### src/rtl/id_ex_operand_stage.sv
// ID/EX pipeline register feeding the add/sub ALU: captures decoded operands,
// forwards results from EX/MEM and MEM/WB, and detects load-use hazards.
module id_ex_operand_stage #(
    parameter int W  = 32,
    parameter int RA = 5
) (
    input  logic          clk,
    input  logic          reset,
    input  logic          id_valid,
    input  logic [RA-1:0] id_rs_addr,
    input  logic [RA-1:0] id_rt_addr,
    input  logic          id_uses_rs,
    input  logic          id_uses_rt,
    input  logic [W-1:0]  id_rs_data,
    input  logic [W-1:0]  id_rt_data,
    input  logic [W-1:0]  id_imm,
    input  logic          id_alusrc,
    input  logic          id_op,
    input  logic          id_sign,
    input  logic [RA-1:0] id_rd_addr,
    input  logic          id_regwrite,
    input  logic          id_memread,
    input  logic          exmem_regwrite,
    input  logic [RA-1:0] exmem_rd,
    input  logic [W-1:0]  exmem_result,
    input  logic          memwb_regwrite,
    input  logic [RA-1:0] memwb_rd,
    input  logic [W-1:0]  memwb_data,
    input  logic          flush,
    input  logic          hold,
    output logic [W-1:0]  alu_A,
    output logic [W-1:0]  alu_B,
    output logic          alu_op,
    output logic          alu_sign,
    output logic          ex_valid,
    output logic [RA-1:0] ex_rd,
    output logic          ex_regwrite,
    output logic          ex_memread,
    output logic          id_stall
);

    logic          valid_q;
    logic [RA-1:0] rs_addr_q, rt_addr_q, rd_q;
    logic [W-1:0]  rs_data_q, rt_data_q, imm_q;
    logic          alusrc_q, op_q, sign_q, regwrite_q, memread_q;
    logic          luh;

    // $0 is hard-wired zero, so a pending write to it must never be forwarded.
    function automatic logic [W-1:0] forward(
        input logic [RA-1:0] src_addr,
        input logic [W-1:0]  raw,
        input logic          em_we,
        input logic [RA-1:0] em_rd,
        input logic [W-1:0]  em_val,
        input logic          mw_we,
        input logic [RA-1:0] mw_rd,
        input logic [W-1:0]  mw_val
    );
        logic [W-1:0] result;
        // NOTE: default assignment first so no path through the block leaves result unassigned.
        result = raw;
        if (em_we && em_rd != '0 && em_rd == src_addr)
            result = em_val;
        else if (mw_we && mw_rd != '0 && mw_rd == src_addr)
            result = mw_val;
        return result;
    endfunction

    assign luh = valid_q & memread_q & (rd_q != '0) & id_valid &
                 ((id_uses_rs & (id_rs_addr == rd_q)) | (id_uses_rt & (id_rt_addr == rd_q)));

    assign id_stall = hold | (luh & ~flush);

    always_ff @(posedge clk or negedge reset) begin
        if (!reset) begin
            valid_q    <= 1'b0;
            rs_addr_q  <= '0;
            rt_addr_q  <= '0;
            rd_q       <= '0;
            rs_data_q  <= '0;
            rt_data_q  <= '0;
            imm_q      <= '0;
            alusrc_q   <= 1'b0;
            op_q       <= 1'b0;
            sign_q     <= 1'b0;
            regwrite_q <= 1'b0;
            memread_q  <= 1'b0;
        end else if (flush || (!hold && luh)) begin
            // NOTE: non-blocking assignments keep every register sampling pre-edge values.
            valid_q    <= 1'b0;
            op_q       <= 1'b0;
            sign_q     <= 1'b0;
            regwrite_q <= 1'b0;
            memread_q  <= 1'b0;
        end else if (!hold) begin
            valid_q    <= id_valid;
            rs_addr_q  <= id_rs_addr;
            rt_addr_q  <= id_rt_addr;
            rd_q       <= id_rd_addr;
            rs_data_q  <= id_rs_data;
            rt_data_q  <= id_rt_data;
            imm_q      <= id_imm;
            alusrc_q   <= id_alusrc;
            op_q       <= id_op;
            sign_q     <= id_sign;
            regwrite_q <= id_regwrite;
            memread_q  <= id_memread;
        end
    end

    always_comb begin
        alu_A = forward(rs_addr_q, rs_data_q, exmem_regwrite, exmem_rd, exmem_result,
                        memwb_regwrite, memwb_rd, memwb_data);
        alu_B = alusrc_q ? imm_q
                         : forward(rt_addr_q, rt_data_q, exmem_regwrite, exmem_rd, exmem_result,
                                   memwb_regwrite, memwb_rd, memwb_data);
    end

    assign alu_op      = op_q;
    assign alu_sign    = sign_q;
    assign ex_valid    = valid_q;
    assign ex_rd       = rd_q;
    assign ex_regwrite = valid_q & regwrite_q;
    assign ex_memread  = valid_q & memread_q;

endmodule

### config.mk
export PLATFORM = sky130hd
export DESIGN_NAME = id_ex_operand_stage
export DESIGN_NICKNAME = d
export VERILOG_FILES = /design/src/rtl/id_ex_operand_stage.sv
export SDC_FILE = /design/constraint.sdc
export NUM_CORES = 1
export LEC_CHECK = 0
export CORE_MARGIN = 2
export CORE_UTILIZATION = 47
export DETAILED_ROUTE_END_ITERATION = 7
export PLACE_DENSITY = 0.89
export REMOVE_ABC_BUFFERS = 1
export SLEW_MARGIN = 40
export SYNTH_ARGS = -nofsm -noshare
export SYNTH_HDL_FRONTEND = slang
export SYNTH_SLANG_ARGS = --single-unit
### constraint.sdc
create_clock -name clk -period 6.6 [get_ports clk]
set_input_delay 1.32 -clock clk [delete_from_list [all_inputs] [get_ports clk]]
set_output_delay 1.32 -clock clk [all_outputs]
set_load 0.005 [all_outputs]
==> results of run 1 <==
## area by class of cell
cell class / instances / area [µm²]
Clock inverter: 9 / 77.6
Multi-Input combinational cell: 436 / 3360
Fill cell: 955 / 3800
Clock buffer: 22 / 484
Sequential cell: 117 / 2930
Timing Repair Buffer: 287 / 2840
Tap cell: 180 / 225
## worst paths after layout
check,from,slack [ps],endpoint,cells past startpoint
worst max-delay path,exmem_rd[2],1050,alu_B[20],8
max in group asynchronous,reset,4550,rt_addr_q[4],2
worst max register to register,ex_rd[1],3730,rs_addr_q[4],5
worst min register to register,rs_data_q[0],480,rs_data_q[0],1
worst min-delay path,rs_data_q[0],480,rs_data_q[0],1
min in group asynchronous,reset,900,rs_data_q[24],1
## cell families after synthesis
kind of cell / synth area share, %
AND/OR/NAND/NOR: 10.9
multiplexers: 24.2
flip-flops: 44.7
AO/OA/AOI/OAI: 11.9
buffers and inverters: 4.34
XOR/XNOR: 4.01
## cell usage after synthesis
cell type  number  area share [%]
a32o_1          5            0.76
nand3_1         2            0.15
mux2i_1        32             4.9
a21oi_1        32             2.4
clkbuf_1       29             1.7
o21a_1          1            0.11
buf_6          11             1.9
xnor2_1        20             2.7
o21bai_1        1            0.11
or3_1           1           0.096
o21ai_0         1           0.076
nand2_1        36             2.1
buf_4           1            0.11
o22ai_1         1           0.096
a21boi_2        1            0.17
buf_1           1           0.057
mux2_1         82              14
nor3_1          3            0.23
and2_1          2            0.19
o211a_1         1            0.15
dfrtp_1       117              45
buf_2           8            0.61
nor2_1         67             3.8
or4_1           4            0.46
and3_1         32             3.1
xor2_1         10             1.3
mux2_2         30             5.2
o31ai_1        32             3.7
and4_1          1            0.13
nand4_1         3            0.29
a221oi_1       32             4.3
nor2b_1         4            0.38
## worst reg2reg max path: stages (launching register included)
cell,delay [ps]
dfrtp_1,430
or4_1,590
o211a_1,280
a21boi_4,340
buf_4,650
mux2_2,460
## through the flow
step | utilization [%] | power (mW) | cells | setup slack, ps | hold slack [ps]
after floorplan | - | 1.17 | 553 | 1070 | 458
after global placement | 68.1 | 1.56 | 1020 | 977 | 466
after detailed placement | 68.2 | 1.58 | 1020 | 1060 | 474
after CTS | 72.3 | 2.46 | 1051 | 1030 | 486
after global routing | 72.3 | 2.56 | 1051 | 883 | 496
final | 72.3 | 2.45 | 1051 | 1050 | 483
## flip-flops by register name, summed over array words and instances, names as in the netlist
register,count
imm_q,32
rs_data_q,32
rt_data_q,32
ex_rd,5
rs_addr_q,5
rt_addr_q,5
alu_op,1
alu_sign,1
alusrc_q,1
ex_valid,1
memread_q,1
regwrite_q,1
## routing by layer
| metal | GRT usage, % | vias up |
|---|---|---|
| met1 | 32.3 | 2953 |
| met3 | 8.66 | 42 |
| met5 | 0 | - |
| met4 | 13.6 | 0 |
| li1 | - | 2715 |
| met2 | 48.9 | 270 |
## power by group
group	internal [mW]	leakage (nW)	switching, mW
logic	0.420	2.39	0.266
registers	0.822	1.38	0.0698
clock network	0.551	0.274	0.317
total	1.79	4.04	0.653
==> results.json, run 1 <==
{
  "cts_root_buffer": "clkbuf_16",
  "grt_pass1_vias": 6252,
  "first_pass_iters": 7,
  "viasPerCell": 5.69,
  "rsz0062_at_grt": "no",
  "max-clock-path-buffers": 2,
  "synth_area_um2": 6550,
  "tightest_slew_ps": 717,
  "clock-sinks": 117,
  "ios": 274,
  "period_minus_slack_ps": 5550,
  "drt-met1-wl_mm": 7.94,
  "syn_inst": 603,
  "routabilityCongestion": 0.832,
  "die_area_um2": 14900,
  "dieHeight_um": 122,
  "crit_fanout": 17,
  "startpoint_type": "input port",
  "synthToLayoutAreaGrowth_pct": 51.5,
  "worst_path_max_delay_cell": "clkdlybuf4s50_1",
  "final_layout_size_suffix_gt1_share_pct": 9.41,
  "num_rows": 43,
  "final_cell_mix": "clkdlybuf4s50_1, dfrtp_1, mux2_1, nor2_1, nand2_1",
  "synth_seq_cells": 117,
  "num_vias": 5980,
  "dpl_cell_area_um2": 9360,
  "grt_pass1_wl_mm": 32.3,
  "end_kind": "primary output",
  "drv_cap": 0,
  "worstPathArrival_ps": 4230,
  "avgSynthCellArea_um2": 10.9,
  "routedWlPerCell_um": 20.1,
  "ys_seq_area_share_pct": 44.7,
  "status": "complete, no violations",
  "critPathTopFamily": "buffers and inverters",
  "finalCritPeriodShare_pct": 84.2,
  "cts_resized": 0,
  "highest_layer": "met4",
  "hold_violations": 0,
  "core-area_um2": 13700,
  "grt_max_degree": 68,
  "die-width_um": 122,
  "clk-insertion-delay-late_ps": 420,
  "setup_violations": 0,
  "hold_path.class": "flip-flop to flip-flop",
  "fin_setup_tns_ps": 0,
  "io_buffers": 273,
  "diodes": 0,
  "final_max_slew_viol_count": 0,
  "wl_mm": 21.1,
  "vdd_drop_max_v": 0.000199,
  "p_leak_nw": 4.04,
  "track_usage_pct": 28.5,
  "hpwl_mm": 14.9,
  "drt_iter0_drc": 352,
  "cts_buffers": 17,
  "holdBufCountCts": 0,
  "required_ps": 5280,
  "initial_utilization_pct": 47.7,
  "tritoncts": "done",
  "ant_nets": 0,
  "synth_cell_types": 32,
  "max_freq_mhz": 180,
  "gr-total-overflow": 0,
  "clk_pin_slew_ps": 50,
  "cts_setup_buffers": 0,
  "drc": 0,
  "wl_met2_mm": 10.7,
  "slew_headroom_pct": 52.2,
  "routed-wl-met3_mm": 1.79,
  "powerDensity_nw_per_um2": 247,
  "path_cells": "clkdlybuf4s50_1 -> or4_1 -> nor2_1 -> or3_1 -> buf_4 -> nor2_1 -> o31ai_1 -> clkdlybuf4s50_1",
  "finalInstanceArea_um2": 9920,
  "cts_htree_levels": 4,
  "fin_nets": 1058,
  "final_common_cell": "clkdlybuf4s50_1",
  "slowest_delay_ps": 570,
  "crit_type": "input port to primary output",
  "crit_buf_inv": 3,
  "antenna_found_initial": 0,
  "yosysWarnings": 0,
  "clock_skew_ps": 13.8
}
Power figures use the tool's default switching activity.
==> run 2, diff against run 1 <==
--- a/config.mk
+++ b/config.mk
@@ -6,9 +6,9 @@
 export NUM_CORES = 1
 export LEC_CHECK = 0
 export CORE_MARGIN = 2
-export CORE_UTILIZATION = 47
+export CORE_UTILIZATION = 39
 export DETAILED_ROUTE_END_ITERATION = 7
-export PLACE_DENSITY = 0.89
+export PLACE_DENSITY = 0.79
 export REMOVE_ABC_BUFFERS = 1
 export SLEW_MARGIN = 40
 export SYNTH_ARGS = -nofsm -noshare
==> constraint.sdc (replaced) <==
create_clock -name clk -period 5.1 [get_ports clk]
set_input_delay 1.02 -clock clk [delete_from_list [all_inputs] [get_ports clk]]
set_output_delay 1.02 -clock clk [all_outputs]
set_load 0.005 [all_outputs]
==> run 2 against run 1 <==
Against the previous run: routed wire length up 0.55%; design area up 2.2%; clock power up 47%; flip-flop and latch count unchanged; core utilization down 11 points; sequential power up 30%; cell count up 4.4%; count of clock-buffer cells in the layout down 2; power up 36%; highest routed layer unchanged.
==> results.json, run 2 (same netlist as run 1, synthesis figures left out) <==
{
  "end_kind": "primary output",
  "grt_max_degree": 89,
  "cts_resized": 0,
  "pre_cts_ws_ps": 221,
  "fin_nets": 1063,
  "drc": 0,
  "antenna_found_initial": 0,
  "cts_setup_buffers": 0,
  "reg2reg_depth": 5,
  "drt_iter0_drc": 273,
  "routabilityCongestion": 0.817,
  "largest_registers": "imm_q x32, rs_data_q x32, rt_data_q x32",
  "clock-sinks": 117,
  "track_usage_pct": 24.1,
  "holdBufCountCts": 0,
  "ios": 274,
  "vdd_drop_max_v": 0.000223,
  "setup_violations": 0,
  "required_ps": 4080,
  "crit_type": "input port to primary output",
  "worst_path_max_delay_cell": "clkdlybuf4s50_1",
  "num_vias": 5941,
  "initial_utilization_pct": 39.6,
  "p_leak_nw": 4.11,
  "hold_path.class": "flip-flop to flip-flop",
  "tightest_slew_ps": 788,
  "status": "complete, no violations",
  "slowest_delay_ps": 560,
  "worstPathArrival_ps": 3880,
  "viasPerCell": 5.42,
  "rsz0062_at_grt": "no",
  "hpwl_mm": 15.3,
  "first_pass_iters": 5,
  "drv_cap": 0,
  "tritoncts": "done",
  "clk-insertion-delay-late_ps": 410,
  "grt_pass1_vias": 6278,
  "final_layout_size_suffix_gt1_share_pct": 10.3,
  "max_freq_mhz": 204,
  "wl_mm": 21.2,
  "clock_skew_ps": 6.73,
  "die-width_um": 134,
  "routedWlPerCell_um": 19.3,
  "ant_nets": 0,
  "fin_setup_tns_ps": 0,
  "final_max_slew_viol_count": 0,
  "whs_path_depth": 1,
  "max-clock-path-buffers": 2,
  "diodes": 0,
  "cts_htree_levels": 4,
  "cts_root_buffer": "clkbuf_16",
  "startpoint_type": "input port",
  "synthToLayoutAreaGrowth_pct": 54.8,
  "num_rows": 47,
  "gr-total-overflow": 0,
  "finalCritPeriodShare_pct": 96.0,
  "io_buffers": 273,
  "period_minus_slack_ps": 4900,
  "dieHeight_um": 134,
  "final_common_cell": "clkdlybuf4s50_1",
  "cts_buffers": 17,
  "clk_pin_slew_ps": 50,
  "powerDensity_nw_per_um2": 327,
  "grt_pass1_wl_mm": 33.5,
  "slew_headroom_pct": 47.3,
  "core-area_um2": 16500,
  "die_area_um2": 17800,
  "hold_violations": 0,
  "final_cell_mix": "clkdlybuf4s50_1, dfrtp_1, mux2_1, nor2_1, nand2_1",
  "final.setup.worst_slack_ps": 204,
  "crit_fanout": 16,
  "path_cells": "clkdlybuf4s50_1 -> or4_1 -> o21a_2 -> buf_4 -> and4_2 -> buf_4 -> mux2i_1 -> a21oi_1 -> clkdlybuf4s50_1"
}
## run 2: changes by cell type in the layout (fill, tap and decap cells not counted), moves of 2 or more
cell and delta:
clkbuf_8 -2, buf_12 +4, bufinv_16 +3, clkinv_4 +2, clkinv_2 -3
## run 2: worst paths after layout
check | slack [ps] | to | start
max | 200 | alu_A[4] | memwb_rd[1]
min | 480 | imm_q[20] | imm_q[20]
max reg2reg | 2320 | rs_data_q[9] | ex_rd[1]
min reg2reg | 480 | imm_q[20] | imm_q[20]
max in group asynchronous | 3760 | rt_data_q[21] | reset
min in group asynchronous | 570 | rs_data_q[31] | reset
## run 2: power breakdown
| part | switching (mW) | internal [mW] | leakage, nW |
|---|---|---|---|
| Combinational | 0.334 | 0.547 | 2.43 |
| Sequential | 0.0974 | 1.06 | 1.38 |
| Clock | 0.435 | 0.843 | 0.298 |
| Total | 0.867 | 2.45 | 4.11 |
## run 2: worst max-delay path: cells and delay by family
kind / cells / cell delay (ps)
AND/OR/NAND/NOR: 2 / 760
multiplexers: 1 / 150
AO/OA/AOI/OAI: 2 / 490
buffers and inverters: 4 / 1450
## run 2: final cells by class
type	count	area, µm²
repair buffers	292	2930
well taps	220	275
clock buffers	20	457
clock inverters	12	178
fillers	1375	6390
multi-input cells	436	3370
flip-flops and latches	117	2930
## run 2: per-stage QoR
| step | utilization [%] | cell area (µm²) | instances | power (mW) | hold WS [ps] |
|---|---|---|---|---|---|
| after floorplan | - | 6260 | 553 | 1.51 | 458 |
| after global placement | 57.4 | 9490 | 1065 | 2.04 | 468 |
| after detailed placement | 57.5 | 9500 | 1065 | 2.06 | 474 |
| after CTS | 61.3 | 10100 | 1097 | 3.35 | 486 |
| after global routing | 61.3 | 10100 | 1097 | 3.48 | 494 |
| final | 61.3 | 10100 | 1097 | 3.32 | 484 |
## run 2: layer usage
metal | track usage (%) | vias to the layer above | part of all wire [%]
li1 | - | 2734 | -
met1 | 28.6 | 2906 | 40
met2 | 42.0 | 273 | 50
met3 | 6.96 | 28 | 8.2
met4 | 7.86 | 0 | 1.5
met5 | 0 | - | 0
==> run 3, diff against run 2 <==
--- a/config.mk
+++ b/config.mk
@@ -6,9 +6,9 @@
 export NUM_CORES = 1
 export LEC_CHECK = 0
 export CORE_MARGIN = 2
-export CORE_UTILIZATION = 39
+export CORE_UTILIZATION = 44
 export DETAILED_ROUTE_END_ITERATION = 7
-export PLACE_DENSITY = 0.79
+export PLACE_DENSITY = 0.84
 export REMOVE_ABC_BUFFERS = 1
 export SLEW_MARGIN = 40
 export SYNTH_ARGS = -nofsm -noshare
==> constraint.sdc (replaced) <==
create_clock -name clk -period 5.5 [get_ports clk]
set_input_delay 1.1 -clock clk [delete_from_list [all_inputs] [get_ports clk]]
set_output_delay 1.1 -clock clk [all_outputs]
set_load 0.005 [all_outputs]
==> run 3 against run 2 <==
Against the previous run: combinational power down 9.5%; sequential share of layout area grew 0.47 points; global-route usage grew 1.9 points; critical endpoint is now alu_B[23].
==> results.json, run 3 (same netlist as run 1, synthesis figures left out) <==
{
  "clock_skew_ps": 7.26,
  "cts_buffers": 17,
  "track_usage_pct": 26.0,
  "status": "complete, no violations",
  "setup_violations": 0,
  "viasPerCell": 5.63,
  "final_cell_mix": "clkdlybuf4s50_1, dfrtp_1, mux2_1, nor2_1, nand2_1",
  "required_ps": 4400,
  "fill_cells": 1093,
  "crit_type": "input port to primary output",
  "finalCritPeriodShare_pct": 91.3,
  "place_inst": 1024,
  "antenna_found_initial": 0,
  "largest_registers": "imm_q x32, rs_data_q x32, rt_data_q x32",
  "fin_setup_tns_ps": 0,
  "cts_setup_buffers": 0,
  "r2r_end": "imm_q[25]",
  "drc": 0,
  "gr-total-overflow": 0,
  "crit_fanout": 17,
  "pre_cts_ws_ps": 515,
  "final_max_slew_viol_count": 0,
  "max_freq_mhz": 199,
  "drv_cap": 0,
  "cts_resized": 0,
  "holdWs_ps": 482,
  "startpoint": "exmem_rd[0]",
  "die_area_um2": 15900,
  "r2r_slack_ps": 2880,
  "clock-sinks": 117,
  "powerDensity_nw_per_um2": 301,
  "highest_layer": "met4",
  "final_common_cell": "clkdlybuf4s50_1",
  "fin_util_pct": 68.7,
  "ios": 274,
  "end_kind": "primary output",
  "wl_met2_mm": 10.3,
  "final_cells": 1057,
  "cts_root_buffer": "clkbuf_16",
  "routedWlPerCell_um": 19.3,
  "final_layout_size_suffix_gt1_share_pct": 9.39,
  "clk_pin_slew_ps": 50,
  "io_buffers": 273,
  "routed-wl-met3_mm": 1.66,
  "wl_mm": 20.4,
  "period_minus_slack_ps": 5020,
  "worstPathArrival_ps": 3920,
  "rsz0062_at_grt": "no",
  "ant_nets": 0,
  "drt-met1-wl_mm": 8.04,
  "final.setup.worst_slack_ps": 476,
  "max-clock-path-buffers": 2,
  "synthToLayoutAreaGrowth_pct": 52.4,
  "grt_pass1_wl_mm": 32.7,
  "reg2reg_from": "ex_rd[1]",
  "drt_iter0_drc": 298,
  "tritoncts": "done",
  "cts_htree_levels": 4,
  "grt_pass1_vias": 6305,
  "hold_violations": 0,
  "pwr-share-seq_pct": 36.3,
  "reg2reg_depth": 6,
  "clkPwrFrac_pct": 37.2,
  "p_comb_share_pct": 26.5,
  "netSwitchingPower_mw": 0.780,
  "vdd_drop_max_v": 0.000188,
  "diodes": 0,
  "clk-insertion-delay-late_ps": 410,
  "grt_max_degree": 72,
  "crit_end": "alu_B[23]",
  "die-width_um": 126,
  "routabilityCongestion": 0.834,
  "first_pass_iters": 5,
  "tightest_slew_ps": 712,
  "internal_power_mw": 2.22,
  "initial_utilization_pct": 45.0,
  "p_leak_nw": 4.07,
  "num_rows": 44,
  "num_vias": 5953,
  "hpwl_mm": 14.6,
  "hold_path.class": "flip-flop to flip-flop",
  "dieHeight_um": 126,
  "startpoint_type": "input port",
  "core-area_um2": 14500,
  "fin_nets": 1059,
  "slew_headroom_pct": 52.4,
  "swShare_pct": 26.0,
  "holdBufCountCts": 0
}
[run 3: changes by cell type in the layout (fill, tap and decap cells not counted), sizes merged]
cell      previous run  this run
buf                 20        16
bufinv               4         3
clkbuf              20        22
clkinv               4         5
clkinvlp             4         2
[run 3: cell type report]
type	count	area [µm²]	share of cell area, %
Multi-Input combinational cell	436	3370	33.7
Sequential cell	117	2930	29.4
Tap cell	184	230	2.31
Timing Repair Buffer	288	2860	28.6
Clock buffer	22	464	4.65
Clock inverter	10	130	1.30
[run 3: metal layers]
layer	up-vias	GRT usage (%)
li1	2720	-
met1	2923	31.0
met5	-	0
met3	34	7.99
met4	0	9.05
met2	276	44.6
[run 3: critical path: stages]
cell and delay (ps):
clkdlybuf4s50_1 560, xnor2_1 140, nand4_1 170, nor3_4 590
buf_4 370, a221oi_1 80, o31ai_1 300, clkdlybuf4s50_1 600
[run 3: worst min path at each step]
| stage | slack [ps] | end | depth (start not counted) | startpoint |
|---|---|---|---|---|
| finish | 480 | imm_q[13] | 1 | imm_q[13] |
| detailed placement | 480 | imm_q[13] | 1 | imm_q[13] |
| CTS | 490 | imm_q[13] | 1 | imm_q[13] |
| global route | 490 | imm_q[26] | 1 | imm_q[26] |
| floorplan | 460 | rs_data_q[0] | 1 | rs_data_q[0] |
| global placement | 470 | rs_data_q[0] | 1 | rs_data_q[0] |
[run 3: power groups by stage]
stage | clock network, mW | registers, mW | logic [mW]
finish | 1.12 | 1.09 | 0.797
global route | 1.17 | 1.11 | 0.864
CTS | 1.13 | 1.09 | 0.802
detailed placement | 0 | 1.10 | 0.794
global placement | 0 | 1.09 | 0.780
floorplan | 0 | 1.07 | 0.337
[run 3: metrics by stage]
step / instance area (µm²) / total power [mW]
finish: 9980 / 3.00
CTS: 9960 / 3.02
floorplan: 6260 / 1.40
detailed placement: 9370 / 1.89
global route: 9980 / 3.14
global placement: 9350 / 1.87
